**src/rtl/vga_layer_compositor_pkg.sv**
```systemverilog
// Shared VGA timing defaults (1024x768) and RRRGGGBB colour field positions
// for the layer compositor and its sub-blocks.
package vga_layer_compositor_pkg;

    localparam int DEF_H_ACTIVE = 1024;
    localparam int DEF_H_FP     = 24;
    localparam int DEF_H_SYNC   = 136;
    localparam int DEF_H_BP     = 160;
    localparam int DEF_V_ACTIVE = 768;
    localparam int DEF_V_FP     = 3;
    localparam int DEF_V_SYNC   = 6;
    localparam int DEF_V_BP     = 29;

    localparam int R_HI = 7;
    localparam int R_LO = 5;
    localparam int G_HI = 4;
    localparam int G_LO = 2;
    localparam int B_HI = 1;
    localparam int B_LO = 0;

    function automatic logic [7:0] rgb332(input logic [2:0] r, input logic [2:0] g,
                                          input logic [1:0] b);
        logic [7:0] c;
        c = '0;
        c[R_HI:R_LO] = r;
        c[G_HI:G_LO] = g;
        c[B_HI:B_LO] = b;
        return c;
    endfunction

endpackage

```
**src/rtl/vga_layer_compositor_priority_mux.sv**
```systemverilog
// Picks the lowest-index layer that is enabled and not keyed out, else the
// background colour.
module vga_priority_mux #(
    parameter int NUM_LAYERS = 8,
    parameter int COLOR_W    = 8,
    parameter int KEY_EN     = 1
) (
    input  logic [NUM_LAYERS-1:0]         layer_en,
    input  logic [NUM_LAYERS*COLOR_W-1:0] layer_pixel,
    input  logic [COLOR_W-1:0]            key_color,
    input  logic [COLOR_W-1:0]            bg_color,
    output logic [COLOR_W-1:0]            color
);
    import vga_layer_compositor_pkg::*;

    // Walk from lowest priority upward so the last eligible hit (lowest index) wins.
    always_comb begin
        color = bg_color;
        for (int i = NUM_LAYERS - 1; i >= 0; i--) begin
            if (layer_en[i] &&
                ((KEY_EN == 0) || (layer_pixel[i*COLOR_W +: COLOR_W] != key_color))) begin
                color = layer_pixel[i*COLOR_W +: COLOR_W];
            end
        end
    end

endmodule

```
**src/rtl/vga_layer_compositor.sv**
```systemverilog
// VGA timing generator with a two-stage pipeline that composites prioritised
// layers into RGB aligned with registered sync and data-enable outputs.
module vga_layer_compositor
    import vga_layer_compositor_pkg::*;
#(
    parameter int   H_ACTIVE   = DEF_H_ACTIVE,
    parameter int   H_FP       = DEF_H_FP,
    parameter int   H_SYNC     = DEF_H_SYNC,
    parameter int   H_BP       = DEF_H_BP,
    parameter int   V_ACTIVE   = DEF_V_ACTIVE,
    parameter int   V_FP       = DEF_V_FP,
    parameter int   V_SYNC     = DEF_V_SYNC,
    parameter int   V_BP       = DEF_V_BP,
    parameter logic SYNC_POL   = 1'b0,
    parameter int   NUM_LAYERS = 8,
    parameter int   COLOR_W    = 8,
    parameter int   KEY_EN     = 1
) (
    input  logic                          clk,
    input  logic                          reset_n,
    input  logic                          video_en,
    input  logic [COLOR_W-1:0]            bg_color,
    input  logic [COLOR_W-1:0]            key_color,
    input  logic [NUM_LAYERS-1:0]         layer_en,
    input  logic [NUM_LAYERS*COLOR_W-1:0] layer_pixel,
    output logic [10:0]                   h_counter,
    output logic [9:0]                    v_counter,
    output logic                          line_start,
    output logic                          frame_start,
    output logic [7:0]                    frame_cnt,
    output logic [COLOR_W-1:0]            RGB,
    output logic                          Hsync,
    output logic                          Vsync,
    output logic                          de
);

    localparam int H_TOTAL = H_ACTIVE + H_FP + H_SYNC + H_BP;
    localparam int V_TOTAL = V_ACTIVE + V_FP + V_SYNC + V_BP;

    localparam logic [10:0] H_LAST   = 11'(H_TOTAL - 1);
    localparam logic [10:0] H_ACT    = 11'(H_ACTIVE);
    localparam logic [10:0] HS_START = 11'(H_ACTIVE + H_FP);
    localparam logic [10:0] HS_END   = 11'(H_ACTIVE + H_FP + H_SYNC);
    localparam logic [9:0]  V_LAST   = 10'(V_TOTAL - 1);
    localparam logic [9:0]  V_ACT    = 10'(V_ACTIVE);
    localparam logic [9:0]  VS_START = 10'(V_ACTIVE + V_FP);
    localparam logic [9:0]  VS_END   = 10'(V_ACTIVE + V_FP + V_SYNC);

    logic        running;
    logic [10:0] h_nxt;
    logic [9:0]  v_nxt;
    logic        frame_wrap;

    logic s1_valid;
    logic s1_active;
    logic s1_hs;
    logic s1_vs;

    logic [COLOR_W-1:0] mux_color;

    // The first cycle after reset holds (0,0) so it is presented with frame_start set.
    always_comb begin
        h_nxt      = h_counter;
        v_nxt      = v_counter;
        frame_wrap = 1'b0;
        if (running) begin
            if (h_counter == H_LAST) begin
                h_nxt = '0;
                if (v_counter == V_LAST) begin
                    v_nxt      = '0;
                    frame_wrap = 1'b1;
                end else begin
                    v_nxt = v_counter + 10'd1;
                end
            end else begin
                h_nxt = h_counter + 11'd1;
            end
        end
    end

    always_ff @(posedge clk or negedge reset_n) begin
        if (!reset_n) begin
            running     <= 1'b0;
            h_counter   <= '0;
            v_counter   <= '0;
            line_start  <= 1'b0;
            frame_start <= 1'b0;
            frame_cnt   <= '0;
        end else begin
            running     <= 1'b1;
            h_counter   <= h_nxt;
            v_counter   <= v_nxt;
            line_start  <= (h_nxt == 11'd0);
            frame_start <= (h_nxt == 11'd0) && (v_nxt == 10'd0);
            if (frame_wrap) begin
                frame_cnt <= frame_cnt + 8'd1;
            end
        end
    end

    vga_priority_mux #(
        .NUM_LAYERS (NUM_LAYERS),
        .COLOR_W    (COLOR_W),
        .KEY_EN     (KEY_EN)
    ) u_mux (
        .layer_en    (layer_en),
        .layer_pixel (layer_pixel),
        .key_color   (key_color),
        .bg_color    (bg_color),
        .color       (mux_color)
    );

    // Stage 1 decodes regions while the layer sources fetch; stage 2 composites.
    always_ff @(posedge clk or negedge reset_n) begin
        if (!reset_n) begin
            s1_valid  <= 1'b0;
            s1_active <= 1'b0;
            s1_hs     <= 1'b0;
            s1_vs     <= 1'b0;
            RGB       <= '0;
            de        <= 1'b0;
            Hsync     <= ~SYNC_POL;
            Vsync     <= ~SYNC_POL;
        end else begin
            s1_valid  <= running;
            s1_active <= (h_counter < H_ACT) && (v_counter < V_ACT);
            s1_hs     <= (h_counter >= HS_START) && (h_counter < HS_END);
            s1_vs     <= (v_counter >= VS_START) && (v_counter < VS_END);
            if (s1_valid && s1_active && video_en) begin
                RGB <= mux_color;
                de  <= 1'b1;
            end else begin
                RGB <= '0;
                de  <= 1'b0;
            end
            Hsync <= (s1_valid && s1_hs) ? SYNC_POL : ~SYNC_POL;
            Vsync <= (s1_valid && s1_vs) ? SYNC_POL : ~SYNC_POL;
        end
    end

endmodule

```
**config.mk**
```make
export PLATFORM = sky130hd
export DESIGN_NAME = vga_layer_compositor
export DESIGN_NICKNAME = d
export VERILOG_FILES = /design/src/rtl/vga_layer_compositor_pkg.sv /design/src/rtl/vga_layer_compositor_priority_mux.sv /design/src/rtl/vga_layer_compositor.sv
export SDC_FILE = /design/constraint.sdc
export NUM_CORES = 1
export LEC_CHECK = 0
export CORE_MARGIN = 2
export CORE_UTILIZATION = 47
export CTS_BUF_LIST = sky130_fd_sc_hd__clkbuf_2 sky130_fd_sc_hd__clkbuf_4 sky130_fd_sc_hd__clkbuf_8
export DETAILED_ROUTE_END_ITERATION = 10
export PLACE_DENSITY = 0.84
export REMOVE_ABC_BUFFERS = 1
export SLEW_MARGIN = 25
export SYNTH_ARGS = -nofsm -noshare
export SYNTH_HDL_FRONTEND = slang
export SYNTH_HIERARCHICAL = 1
export SYNTH_SLANG_ARGS = --single-unit
```
**constraint.sdc**
```tcl
create_clock -name clk -period 3.35 [get_ports clk]
set_input_delay 0.5025 -clock clk [delete_from_list [all_inputs] [get_ports clk]]
set_output_delay 0.5025 -clock clk [all_outputs]
set_load 0.01 [all_outputs]
```
==> metrics.yaml <==
synth:
  ys_ff_latch: 47
  netlist_area_um2: 3840
  synth_flop_cell: "dfrtp_1"
  syn_inst: 434
  ys_top_cells_by_count: "xnor2_1 (68), dfrtp_1 (45), nor2_1 (37)"
  synth-async-reset-ratio_pct: 100.0
  synth_cell_types: 60
  synth-simple-area-share_pct: 21.90
  ys_warn_count: 6
  synth_compound_area_share_pct: 18.67
  yosys-top-cells-area: "dfrtp_1 (29%), xnor2_1 (16%), nor2_1 (3.6%), xor2_1 (3.2%), nand4_1 (2.9%)"
  synth_mux_area_share_pct: 2.900
  synth_xor_area_share_pct: 18.70
  synth_top_family_by_area: "simple AND/OR/NAND/NOR gates"
  synth_largest_area_cell: "dfrtp_1"
  synth_area_per_cell_um2: 8.848
  synth_most_common_cell: "xnor2_1"
  synth_fa_ha_area_share_pct: 1.955
  synth_edf_count: 0
  synth_top_area_share_pct: 29.33
  ys_seq_area_share_pct: 30.69
placed_design:
  hpwl_mm: 9.490
  place_congestion: 0.9518
  pre_cts_ws_ps: 239.6
  port_buffers: 132
  placedCellCount: 660
  dpl_cell_area_um2: 5250
power_and_ir_drop:
  power_mw: 1.868
  vdd_drop_max_uv: 292.4
  p_leak_nw: 2.099
  seqPwrFrac_pct: 38.2
  switching_share_pct: 31.33
  p_per_area_nw_per_um2: 346.2
  p_comb_share_pct: 34.8
  power.switching_mw: 0.5853
  p_int_mw: 1.283
  power.share.clock_pct: 27.0
route:
  drcViolationCount: 0
  firstDrtPassIters: 7
  ant_nets: 0
  routedWlPerCell_um: 17.63
  totalWireLength_mm: 11.77
  vias_per_cell: 5.835
  vias: 3898
  drt_iter0_drc: 266
setup_path:
  path_cells: "ha_1 -> nand3_1 -> or4_4 -> a221o_1 -> a2111o_1 -> nor4b_2"
  crit_family: "simple AND/OR/NAND/NOR gates"
  critPathMaxStageDelay_ps: 700
  crit_path_end_kind: "register"
  arrival_ps: 3020
  slowest_stage: "or4_4"
  worstSetupPathType: "reg2reg"
  worstPathRequired_ps: 3570
  path_max_fanout: 12
  critPathBufInv: 0
  start_kind: "register"
clock_tree:
  ctsRootBufferMaster: "clkbuf_8"
  cts_hold_buffers: 0
  clk_latency_ps: 300
  cts_max_path_buffers: 2
  cts_resized: 0
  cts_buffers: 5
  cts_tree: "yes"
  clk_pin_slew_ps: 90
  post_cts_buffers: 0
  cts_sinks: 47
  htree_levels: 2
floorplan:
  die_h_um: 94.39
  initial_core_util_pct: 49.18
  die_area_um2: 8909
  core_um2: 7807
  io_pins: 133
  die_w_um: 94.39
  num_rows: 32
timing:
  hold-worst-slack_ps: 185.3
  max-slew-margin-rel_pct: 56.80
  setup_viol: 0
  finalMaxSlewViolations: 0
  fin_crit_sh_pct: 83.78
  finalHoldViolCount: 0
  fin_ws_ps: 543.3
  skew_ps: 8.317
  setup_tns_ps: 0
  rsz0062_at_grt: "false"
  fmax_ghz: 0.3563
  fin_crit_ps: 2807
  max_slew.worst_pin.slew_ps: 644.2
flow_run:
  cap_violations: 0
layout:
  n_antenna_cell: 0
  area_growth_pct: 40.53
  fin_cells: 668
  finish.instance_area_um2: 5396
  nets: 662
  drive_above_1_share_pct: 7.951
  post-route-util_pct: 69.12
grt:
  antenna_found_initial: 0
  grt_pass1_vias: 3624
  globalRouteOverflowTotal: 0
  grt_pass1_wl_mm: 18.19
  grt_usage_pct: 25.98
  grt_start_max_net_pins: 48
min_path:
  hp-class: "in2async"
outcome:
  outcome: "finished, final reports clean"
cell type report:
class	count	area (um^2)
Clock inverter	3	71.32
Clock buffer	5	68.82
Sequential cell	47	1179
Fill cell	626	2411
Tap cell	102	127.6
Multi-Input combinational cell	353	2470
Inverter	9	33.78
Timing Repair Buffer	149	1446
state kept, by name, indices dropped and copies added, names as in the netlist:
signal / count
Vsync: 1
frame_cnt: 8
line_start: 1
frame_start: 1
de: 1
s1_hs: 1
Hsync: 1
s1_valid: 1
s1_active: 1
running: 1
s1_vs: 1
h_counter: 11
RGB: 8
v_counter: 10
logic make-up (layout without fill, tap and decap cells):
logic type               after synthesis  in the layout
AND/OR/NAND/NOR                      156            156
AO/OA/AOI/OAI                         97             97
XOR/XNOR                              82             82
flip-flops                            47             47
buffers and inverters                 34            166
multiplexers                          11             11
adder cells (fa/ha/maj)                6              6
other                                  1              1
power groups by stage:
stage | Combinational (mW) | Clock (mW) | Sequential, mW
CTS | 0.651 | 0.512 | 0.713
floorplan | 0.295 | 0 | 0.729
finish | 0.650 | 0.505 | 0.713
global placement | 0.632 | 0 | 0.722
global route | 0.707 | 0.541 | 0.727
detailed placement | 0.646 | 0 | 0.723
cell usage in the layout (no fill, tap or decap), types with 3 or more instances in the layout:
cell type / n
o21ai_0: 20
nor3_1: 21
xnor2_1: 68
clkdlybuf4s50_1: 131
or3_1: 3
a21oi_1: 15
o31ai_1: 4
buf_4: 18
nor4_1: 8
o21ai_1: 4
mux2i_1: 10
xor2_1: 14
inv_1: 9
a311oi_2: 6
nand3_1: 13
nand4_1: 18
nor2_1: 37
nand2_1: 21
a2bb2oi_1: 8
a31oi_1: 4
o21a_1: 11
and2_1: 8
nor2b_1: 3
clkbuf_8: 5
ha_1: 6
a211o_1: 9
dfrtp_1: 45
and3_1: 6
final timing paths:
check,start,endpoint,slack [ps],cells after the start
hold reg to reg,s1_vs,Vsync,370,1
max in group asynchronous,reset_n,de,2760,1
setup / recovery,h_counter[0],frame_start,540,6
min in group clk,s1_vs,Vsync,370,1
hold / removal,reset_n,frame_cnt[3],190,1
setup reg to reg,h_counter[0],frame_start,540,6
worst reg2reg max path, stage by stage (launching register included):
cell and delay, ps:
dfrtp_1 480, ha_1 220, nand3_1 280, or4_4 700
a221o_1 410, a2111o_1 410, nor4b_2 240
layer usage:
layer	wire, um	vias up	GRT usage [%]	part of all wire [%]
met3	987	26	3.990	8.4
met4	227	0	6.039	1.9
met2	5724	208	42.32	49
met5	0	-	0	0
met1	4835	1836	36.54	41
li1	-	1828	-	-
No activity file was read; power rests on OpenSTA's default activity.
